$ cat src/rtl/wb_arb_pkg.sv
// Shared types, defaults and round-robin helper for the Wishbone round-robin arbiter.
package wb_arb_pkg;

    typedef enum logic {
        IDLE = 1'b0,
        OWN  = 1'b1
    } arb_state_e;

    localparam int unsigned DEF_ADDR_W  = 32;
    localparam int unsigned DEF_DATA_W  = 32;
    localparam int unsigned DEF_TIMEOUT = 1024;
    localparam int unsigned MAX_MASTERS = 8;

    // Unused upper request bits must be zero so the mod-8 search equals a mod-N search.
    function automatic logic [MAX_MASTERS-1:0] rr_next(input logic [MAX_MASTERS-1:0] req,
                                                       input logic [2:0]             last);
        logic [MAX_MASTERS-1:0] win;
        logic [2:0]             j;
        win = '0;
        for (int unsigned i = 1; i <= MAX_MASTERS; i++) begin
            j = 3'((32'(last) + i) % MAX_MASTERS);
            if (win == '0 && req[j]) win[j] = 1'b1;
        end
        return win;
    endfunction

endpackage

$ cat src/rtl/wb_rr_arbiter_rr_pick.sv
// Combinational round-robin picker: rotate past the last winner, priority-encode, unrotate.
module rr_pick #(
    parameter int unsigned N  = 4,
    parameter int unsigned IW = (N > 1) ? $clog2(N) : 1
) (
    input  logic [N-1:0]  req,
    input  logic [IW-1:0] last,
    output logic [N-1:0]  onehot,
    output logic [IW-1:0] idx,
    output logic          any_req
);

    logic [N-1:0]  rot;
    logic [IW-1:0] pos;
    logic          found;

    always_comb begin
        rot = '0;
        for (int unsigned i = 0; i < N; i++) begin
            rot[i] = req[IW'((i + 32'(last) + 1) % N)];
        end
        pos   = '0;
        found = 1'b0;
        for (int unsigned i = 0; i < N; i++) begin
            if (!found && rot[i]) begin
                found = 1'b1;
                pos   = IW'(i);
            end
        end
        idx    = IW'((32'(pos) + 32'(last) + 1) % N);
        onehot = '0;
        if (found) onehot[idx] = 1'b1;
    end

    assign any_req = |req;

endmodule

$ cat src/rtl/wb_rr_arbiter.sv
// Round-robin Wishbone B4 classic arbiter; grant held for the whole master cycle.
// Optional slave watchdog enabled by defining WB_ARB_TIMEOUT_EN.
module wb_rr_arbiter
    import wb_arb_pkg::*;
#(
    parameter int unsigned N_MASTERS      = 4,
    parameter int unsigned ADDR_W         = DEF_ADDR_W,
    parameter int unsigned DATA_W         = DEF_DATA_W,
    parameter int unsigned TIMEOUT_CYCLES = DEF_TIMEOUT
) (
    input  logic                            clk_i,
    input  logic                            rst_i,
    input  logic [N_MASTERS*ADDR_W-1:0]     m_adr_i,
    input  logic [N_MASTERS*DATA_W-1:0]     m_dat_i,
    input  logic [N_MASTERS*DATA_W/8-1:0]   m_sel_i,
    input  logic [N_MASTERS-1:0]            m_we_i,
    input  logic [N_MASTERS-1:0]            m_cyc_i,
    input  logic [N_MASTERS-1:0]            m_stb_i,
    output logic [DATA_W-1:0]               m_dat_o,
    output logic [N_MASTERS-1:0]            m_ack_o,
    output logic [N_MASTERS-1:0]            m_err_o,
    output logic [ADDR_W-1:0]               s_adr_o,
    output logic [DATA_W-1:0]               s_dat_o,
    output logic [DATA_W/8-1:0]             s_sel_o,
    output logic                            s_we_o,
    output logic                            s_cyc_o,
    output logic                            s_stb_o,
    input  logic [DATA_W-1:0]               s_dat_i,
    input  logic                            s_ack_i,
    input  logic                            s_err_i,
    output logic [N_MASTERS-1:0]            grant_o,
    output logic                            busy_o
);

    localparam int unsigned SEL_W = DATA_W / 8;
    localparam int unsigned IW    = (N_MASTERS > 1) ? $clog2(N_MASTERS) : 1;

    arb_state_e           state_q, state_d;
    logic [N_MASTERS-1:0] grant_q, grant_d;
    logic [IW-1:0]        gidx_q, gidx_d;
    logic [IW-1:0]        last_q, last_d;

    logic [N_MASTERS-1:0] pick_onehot;
    logic [IW-1:0]        pick_idx, pick_last;
    logic                 pick_any;
    logic                 own, owner_cyc, fire;

    assign own       = (state_q == OWN);
    assign owner_cyc = m_cyc_i[gidx_q];

    // While owning, the only time the picker matters is the release cycle, when last becomes gidx.
    assign pick_last = own ? gidx_q : last_q;

    rr_pick #(.N(N_MASTERS), .IW(IW)) u_pick (
        .req     (m_cyc_i),
        .last    (pick_last),
        .onehot  (pick_onehot),
        .idx     (pick_idx),
        .any_req (pick_any)
    );

    always_comb begin
        state_d = state_q;
        grant_d = grant_q;
        gidx_d  = gidx_q;
        last_d  = last_q;
        case (state_q)
            IDLE: begin
                if (pick_any) begin
                    state_d = OWN;
                    grant_d = pick_onehot;
                    gidx_d  = pick_idx;
                end
            end
            OWN: begin
                if (!owner_cyc) begin
                    last_d = gidx_q;
                    if (pick_any) begin
                        grant_d = pick_onehot;
                        gidx_d  = pick_idx;
                    end else begin
                        state_d = IDLE;
                        grant_d = '0;
                    end
                end
            end
            default: begin
                state_d = IDLE;
                grant_d = '0;
            end
        endcase
    end

    always_ff @(posedge clk_i or posedge rst_i) begin
        if (rst_i) begin
            state_q <= IDLE;
            grant_q <= '0;
            gidx_q  <= '0;
            last_q  <= IW'(N_MASTERS - 1);
        end else begin
            state_q <= state_d;
            grant_q <= grant_d;
            gidx_q  <= gidx_d;
            last_q  <= last_d;
        end
    end

`ifdef WB_ARB_TIMEOUT_EN
    localparam int unsigned TW = $clog2(TIMEOUT_CYCLES + 1);
    logic [TW-1:0] tmo_q;

    assign fire = own && owner_cyc && (tmo_q == TW'(TIMEOUT_CYCLES));

    always_ff @(posedge clk_i or posedge rst_i) begin
        if (rst_i)
            tmo_q <= '0;
        else if (!own || !owner_cyc || fire || s_ack_i || s_err_i)
            tmo_q <= '0;
        else if (s_stb_o)
            tmo_q <= tmo_q + 1'b1;
    end
`else
    logic unused_timeout;
    assign unused_timeout = ^TIMEOUT_CYCLES;
    assign fire = 1'b0;
`endif

    assign s_cyc_o = own && owner_cyc && !fire;
    assign s_stb_o = own && owner_cyc && m_stb_i[gidx_q] && !fire;
    assign s_adr_o = own ? m_adr_i[gidx_q*ADDR_W +: ADDR_W] : '0;
    assign s_dat_o = own ? m_dat_i[gidx_q*DATA_W +: DATA_W] : '0;
    assign s_sel_o = own ? m_sel_i[gidx_q*SEL_W +: SEL_W] : '0;
    assign s_we_o  = own && m_we_i[gidx_q];

    // Responses only count while a strobe is actually presented; stale ones are swallowed.
    assign m_ack_o = (s_ack_i && s_stb_o) ? grant_q : '0;
    assign m_err_o = ((s_err_i && s_stb_o) || fire) ? grant_q : '0;
    assign m_dat_o = s_dat_i;

    assign grant_o = grant_q;
    assign busy_o  = own;

endmodule

$ cat config.mk
export PLATFORM = sky130hd
export DESIGN_NAME = wb_rr_arbiter
export DESIGN_NICKNAME = d
export VERILOG_FILES = /design/src/rtl/wb_arb_pkg.sv /design/src/rtl/wb_rr_arbiter_rr_pick.sv /design/src/rtl/wb_rr_arbiter.sv
export SDC_FILE = /design/constraint.sdc
export NUM_CORES = 1
export LEC_CHECK = 0
export BUFFER_PORTS_ARGS = -buffer_cell sky130_fd_sc_hd__buf_2
export CAP_MARGIN = 20
export CORE_AREA = 2 2 167 169
export CTS_BUF_LIST = sky130_fd_sc_hd__clkbuf_2
export CTS_CLUSTER_DIAMETER = 200
export DETAILED_ROUTE_END_ITERATION = 10
export DIE_AREA = 0 0 169 171
export PLACE_DENSITY = 0.43
export SETUP_SLACK_MARGIN = 0.02
export SLEW_MARGIN = 25
export SYNTH_ARGS = -nofsm -noshare
export SYNTH_HDL_FRONTEND = slang
export SYNTH_HIERARCHICAL = 1
export SYNTH_SLANG_ARGS = --single-unit
$ cat constraint.sdc
create_clock -name clk_i -period 5.48 [get_ports clk_i]
set_clock_uncertainty 0.1 [all_clocks]
set_input_delay 1.096 -clock clk_i [delete_from_list [all_inputs] [get_ports clk_i]]
set_output_delay 1.096 -clock clk_i [all_outputs]
set_load 0.1 [all_outputs]
==> out/metrics.cfg, run 1 <==
[outcome]
outcome = completed

[worst_setup_path]
crit_path_end = s_dat_o[10]
rr_worst_depth = 7
end_kind = output port
cp_max_fo = 45
worstReg2RegEnd = grant_o[1]
critPathLaunch = gidx_q[0]
r2r_start = gidx_q[0]
rrSetupSlack_ns = 2.29
startpoint_type = register
critical_path_arrival_ns = 2.71
crit_required_ns = 4.28
criticalPathCategory = reg -> out

[clock_tree]
numCtsBuffers = 3
clock_latency_ns = 0.25
postCtsHoldBufs = 0
clkSinkCount = 9
post_cts_buffers = 0
htree_levels = 1
cts.repair.resized = 0
clkTransAtPathRegs_ns = 0.10
clock_path_buffers = 2
clockRootBuffer = clkbuf_2
cts_tree = yes

[global_routing]
first_global_vias = 3608
overflow = 0
grt_antenna_before_repair = 0
grt_first_pass_wirelength_mm = 21.0
grt_usage_pct = 9.30
grt_max_degree = 55

[logic_synthesis]
synth_nets = 609
syn_area_sq_um = 3230
synth_edf_count = 0
ys_async_sr_fraction_pct = 100
ys_seq_elements = 9
postSynthCellCount = 288
synthTopCellsByCount = and2_1, mux4_2, buf_4
yosysSeqAreaShare_pct = 7.05
yosysTopAreaCellShare_pct = 48.1
synth_flop_cell = dfrtp_1
yosys.cell_count.top_type = and2_1
avgSynthCellArea_sq_um = 11.2
yosys.area.top_type = mux4_2
synth_cell_type_count = 40
synth_warnings = 6
synth.area.top_cells = mux4_2, and2_1, buf_4

[routing]
met3_length_mm = 1.25
drt_wl_total_mm = 15.3
dr.pass1.iters = 4
highest_layer = met4
routed_via_density = 3.94
final_antenna_net_count = 0
dr_wl_met2_mm = 7.57
drt-initial-drc-count = 163
drcViolationCount = 0
wl_met1_mm = 6.41
vias = 3766
wl_per_cell_um = 16.0

[flow_run]
cap_violations = 0

[timing]
min_period_ns = 3.91
hold_violations = 0
drv_slew = 0
clock.fmax_mhz = 256
worstMarginPinSlew_ns = 0.830
slew_headroom_pct = 44.6
tns_ns = 0
setup_violations = 0
rsz0062_at_grt = false
post-route-period-util_pct = 71.3

[die]
die-area_sq_um = 28900
rows = 61
core_sq_um = 27300
start_util_pct = 11.8
io_pins = 436
fp.dieW_um = 169
die_h_um = 171

[placed_design]
portBuffers = 371
hpwl_mm = 13.1
post_dp_cell_area_sq_um = 5140
place.gp.congestion = 0.803

[finish]
drive_above_1_share_pct = 76.6
nFillCells = 3109
area_growth_pct = 59.7
utilization_pct = 18.9
layout.nets = 930
fin_area_sq_um = 5160

[min_path]
worstHoldPathType = reg -> reg

==> flip-flops by register name (all words and copies together), names as in the netlist <==
signal,count
grant_o,4
last_q,2
busy_o,1
gidx_q,2
==> worst max-delay path, stage by stage (launching register included) <==
cell     delay [ns]
dfrtp_4        0.98
buf_4          0.45
mux4_2         0.55
and2_1         0.16
buf_2          0.29
==> cells by family after synthesis <==
| family | Yosys count | share of synthesized area (%) |
|---|---|---|
| mux | 80 | 52.2 |
| flops | 9 | 7.05 |
| simple gates | 106 | 19.3 |
| xor+xnor | 1 | 0.271 |
| buf+inv | 67 | 14.0 |
| fa+ha+maj | 1 | 0.387 |
| compound gates | 24 | 6.81 |
==> how the worst min path moves through the flow <==
stage,end,cells after the start,startpoint
after floorplan,last_q[0],2,last_q[0]
after global placement,last_q[0],2,last_q[0]
after global routing,last_q[0],2,last_q[0]
final,grant_o[1],1,grant_o[1]
after detailed placement,last_q[0],2,last_q[0]
after CTS,last_q[0],2,last_q[0]
==> cell type report <==
cell class | instances | area [sq um] | share of cell area (%)
Antenna cell | 1 | 2.50 | 0.0485
Timing Repair Buffer | 375 | 1890 | 36.6
Sequential cell | 9 | 236 | 4.58
Clock buffer | 4 | 20.0 | 0.388
Inverter | 8 | 30.0 | 0.582
Tap cell | 346 | 433 | 8.39
Multi-Input combinational cell | 212 | 2550 | 49.5
==> per-layer routing <==
layer | vias up | global-route usage, %
li1 | 1719 | -
met1 | 1833 | 12.4
met2 | 204 | 15.9
met3 | 10 | 2.08
met4 | 0 | 1.08
met5 | - | 0
==> layout by cell type (no fill, tap or decap), drive strengths merged <==
master,n
dfrtp,7
mux2i,5
o211ai,2
buf,375
o22ai,1
and3,1
clkbuf,4
a22o,1
o21ba,2
o221ai,2
a31o,1
xor2,1
nor2b,3
nor3,10
nand2,14
a2111o,1
ha,1
mux2,6
a2bb2oi,2
a32o,4
inv,8
dfstp,2
diode,1
mux4,69
nor2,4
nand2b,3
a21oi,4
o21ai,2
and2,70
or2,1
o2bb2ai,1
o21bai,1
==> per-stage QoR <==
step	cells	hold slack (ns)	setup slack [ns]
4_1_cts	954	0.455	1.46
5_1_grt	954	0.496	1.31
2_1_floorplan	288	0.417	0.584
6_report	955	0.461	1.57
3_5_place_dp	950	0.443	1.77
3_3_place_gp	950	0.437	1.78
Power of run 1 is not shown: default switching activity piles up to over one toggle a cycle in this logic, so the estimate is an artifact.
==> run 2, diff against run 1 <==
- ABC_AREA: default -> 1
- CORE_AREA: 2 2 167 169 -> 2 2 170 172
- DIE_AREA: 0 0 169 171 -> 0 0 172 174
- clock period: 5.48 -> 3.76 ns (I/O delays scaled with it)
==> out/metrics.cfg, run 2 <==
[outcome]
outcome = completed

[global_routing]
overflow = 0
grt_first_pass_wirelength_mm = 27.8
grt_antenna_before_repair = 0
grt_usage_pct = 11.7
grt_max_degree = 144
first_global_vias = 5265

[worst_setup_path]
startpoint_type = register
critPathLaunch = gidx_q[1]
r2r_start = gidx_q[1]
cp_max_fo = 35
worstReg2RegEnd = grant_o[2]
crit_path_end = s_adr_o[8]
end_kind = output port
critical_path_arrival_ns = 2.35
rrSetupSlack_ns = 0.58
criticalPathCategory = reg -> out
crit_required_ns = 2.91
rr_worst_depth = 16

[clock_tree]
post_cts_buffers = 0
clkTransAtPathRegs_ns = 0.12
cts_tree = yes
clock_path_buffers = 2
clockRootBuffer = clkbuf_2
clkSinkCount = 9
htree_levels = 1
clock_latency_ns = 0.26
cts.repair.resized = 0
numCtsBuffers = 3
postCtsHoldBufs = 0

[placed_design]
hpwl_mm = 15.7
dp_cells = 1312
portBuffers = 371
place.gp.congestion = 0.799

[logic_synthesis]
synth_fa_ha_area_share_pct = 0.376
yosysTopAreaCellShare_pct = 27.9
synth_nets = 951
yosys.cell_count.top_type = nor2_1
syn_area_sq_um = 3330
synth_warnings = 6
synth_cell_type_count = 29
synthTopCellsByCount = nor2_1, o21ai_0, nand2_1
synth_edf_count = 0
synth_top_family_by_area = simple AND/OR/NAND/NOR gates
avgSynthCellArea_sq_um = 5.29
ys_seq_elements = 9
synth_xor_area_share_pct = 0.263
synth.area.top_cells = nor2_1, o21ai_0, o32ai_1
ys_async_sr_fraction_pct = 100
synth_flop_cell = dfrtp_1
yosysSeqAreaShare_pct = 6.84
synth_compound_area_share_pct = 31.2
yosys.area.top_type = nor2_1
postSynthCellCount = 630
muxShareOfSynthArea_pct = 0
synth-simple-area-share_pct = 41.6

[finish]
drive_above_1_share_pct = 48.7
area_growth_pct = 96.7
nFillCells = 3281
layout.nets = 1254
layout_common_cells = buf_2, nor2_1, o21ai_0, buf_12, nand2_1
utilization_pct = 23.2
diodes = 0
fin_cells = 1316
final_common_cell = buf_2
largest_register_ffs = 4

[die]
fp.dieW_um = 172
rows = 62
io_pins = 436
die-area_sq_um = 29900
die_h_um = 174
start_util_pct = 11.8
core_sq_um = 28200

[routing]
wl_per_cell_um = 14.6
drcViolationCount = 0
final_antenna_net_count = 0
dr.pass1.iters = 5
drt-initial-drc-count = 239
drt_wl_total_mm = 19.2
vias = 5343
routed_via_density = 4.06

[timing]
setup_violations = 0
post-route-period-util_pct = 85.1
min_period_ns = 3.20
hold_violations = 0
clock.fmax_mhz = 312
drv_slew = 0
worstMarginPinSlew_ns = 0.743
rsz0062_at_grt = false
tns_ns = 0
slew_headroom_pct = 50.3

[min_path]
worstHoldPathType = in -> async

[flow_run]
cap_violations = 0

-- run 2: per-stage QoR --
| step | setup WS (ns) | hold WS, ns | instance area, sq um |
|---|---|---|---|
| after floorplan | -0.870 | 0.367 | 3460 |
| after global routing | 0.265 | 0.343 | 6550 |
| after CTS | 0.521 | 0.343 | 6550 |
| after global placement | 0.668 | 0.388 | 6530 |
| final | 0.560 | 0.332 | 6550 |
| after detailed placement | 0.566 | 0.390 | 6530 |
-- run 2: critical path, cell delays in order (launching register included) --
cell and delay (ns):
dfrtp_1 0.47, nand2_2 0.46, buf_4 0.36, o32ai_1 0.52
buf_12 0.25
-- run 2: final cells by class --
| type | instances | area, sq um | share of cell area (%) |
|---|---|---|---|
| Timing Repair Buffer | 381 | 3140 | 48.0 |
| Inverter | 18 | 93.8 | 1.43 |
| Clock buffer | 4 | 20.0 | 0.306 |
| Multi-Input combinational cell | 520 | 2580 | 39.4 |
| Sequential cell | 9 | 231 | 3.53 |
| Tap cell | 384 | 480 | 7.34 |
-- run 2: worst min-delay path by stage --
stage / to / slack, ns / cells past startpoint
3_3_place_gp: last_q[0] / 0.39 / 2
6_report: grant_o[3] / 0.33 / 2
3_5_place_dp: last_q[1] / 0.39 / 2
4_1_cts: gidx_q[1] / 0.34 / 2
2_1_floorplan: last_q[0] / 0.37 / 2
5_1_grt: gidx_q[1] / 0.34 / 2
-- run 2: kinds of logic (layout without fill, tap and decap cells) --
| family | count (synthesis) | after routing |
|---|---|---|
| simple gates | 341 | 341 |
| flops | 9 | 9 |
| compound gates | 177 | 177 |
| buf+inv | 101 | 403 |
| xor+xnor | 1 | 1 |
| fa+ha+maj | 1 | 1 |
-- run 2: metal layers --
metal	track usage (%)	vias up	routed length, um
li1	-	2673	-
met1	14.8	2384	8310
met2	21.1	274	9020
met3	2.05	12	1700
met4	1.65	0	168
met5	0	-	0
Power of run 2 is left out for the same reason.
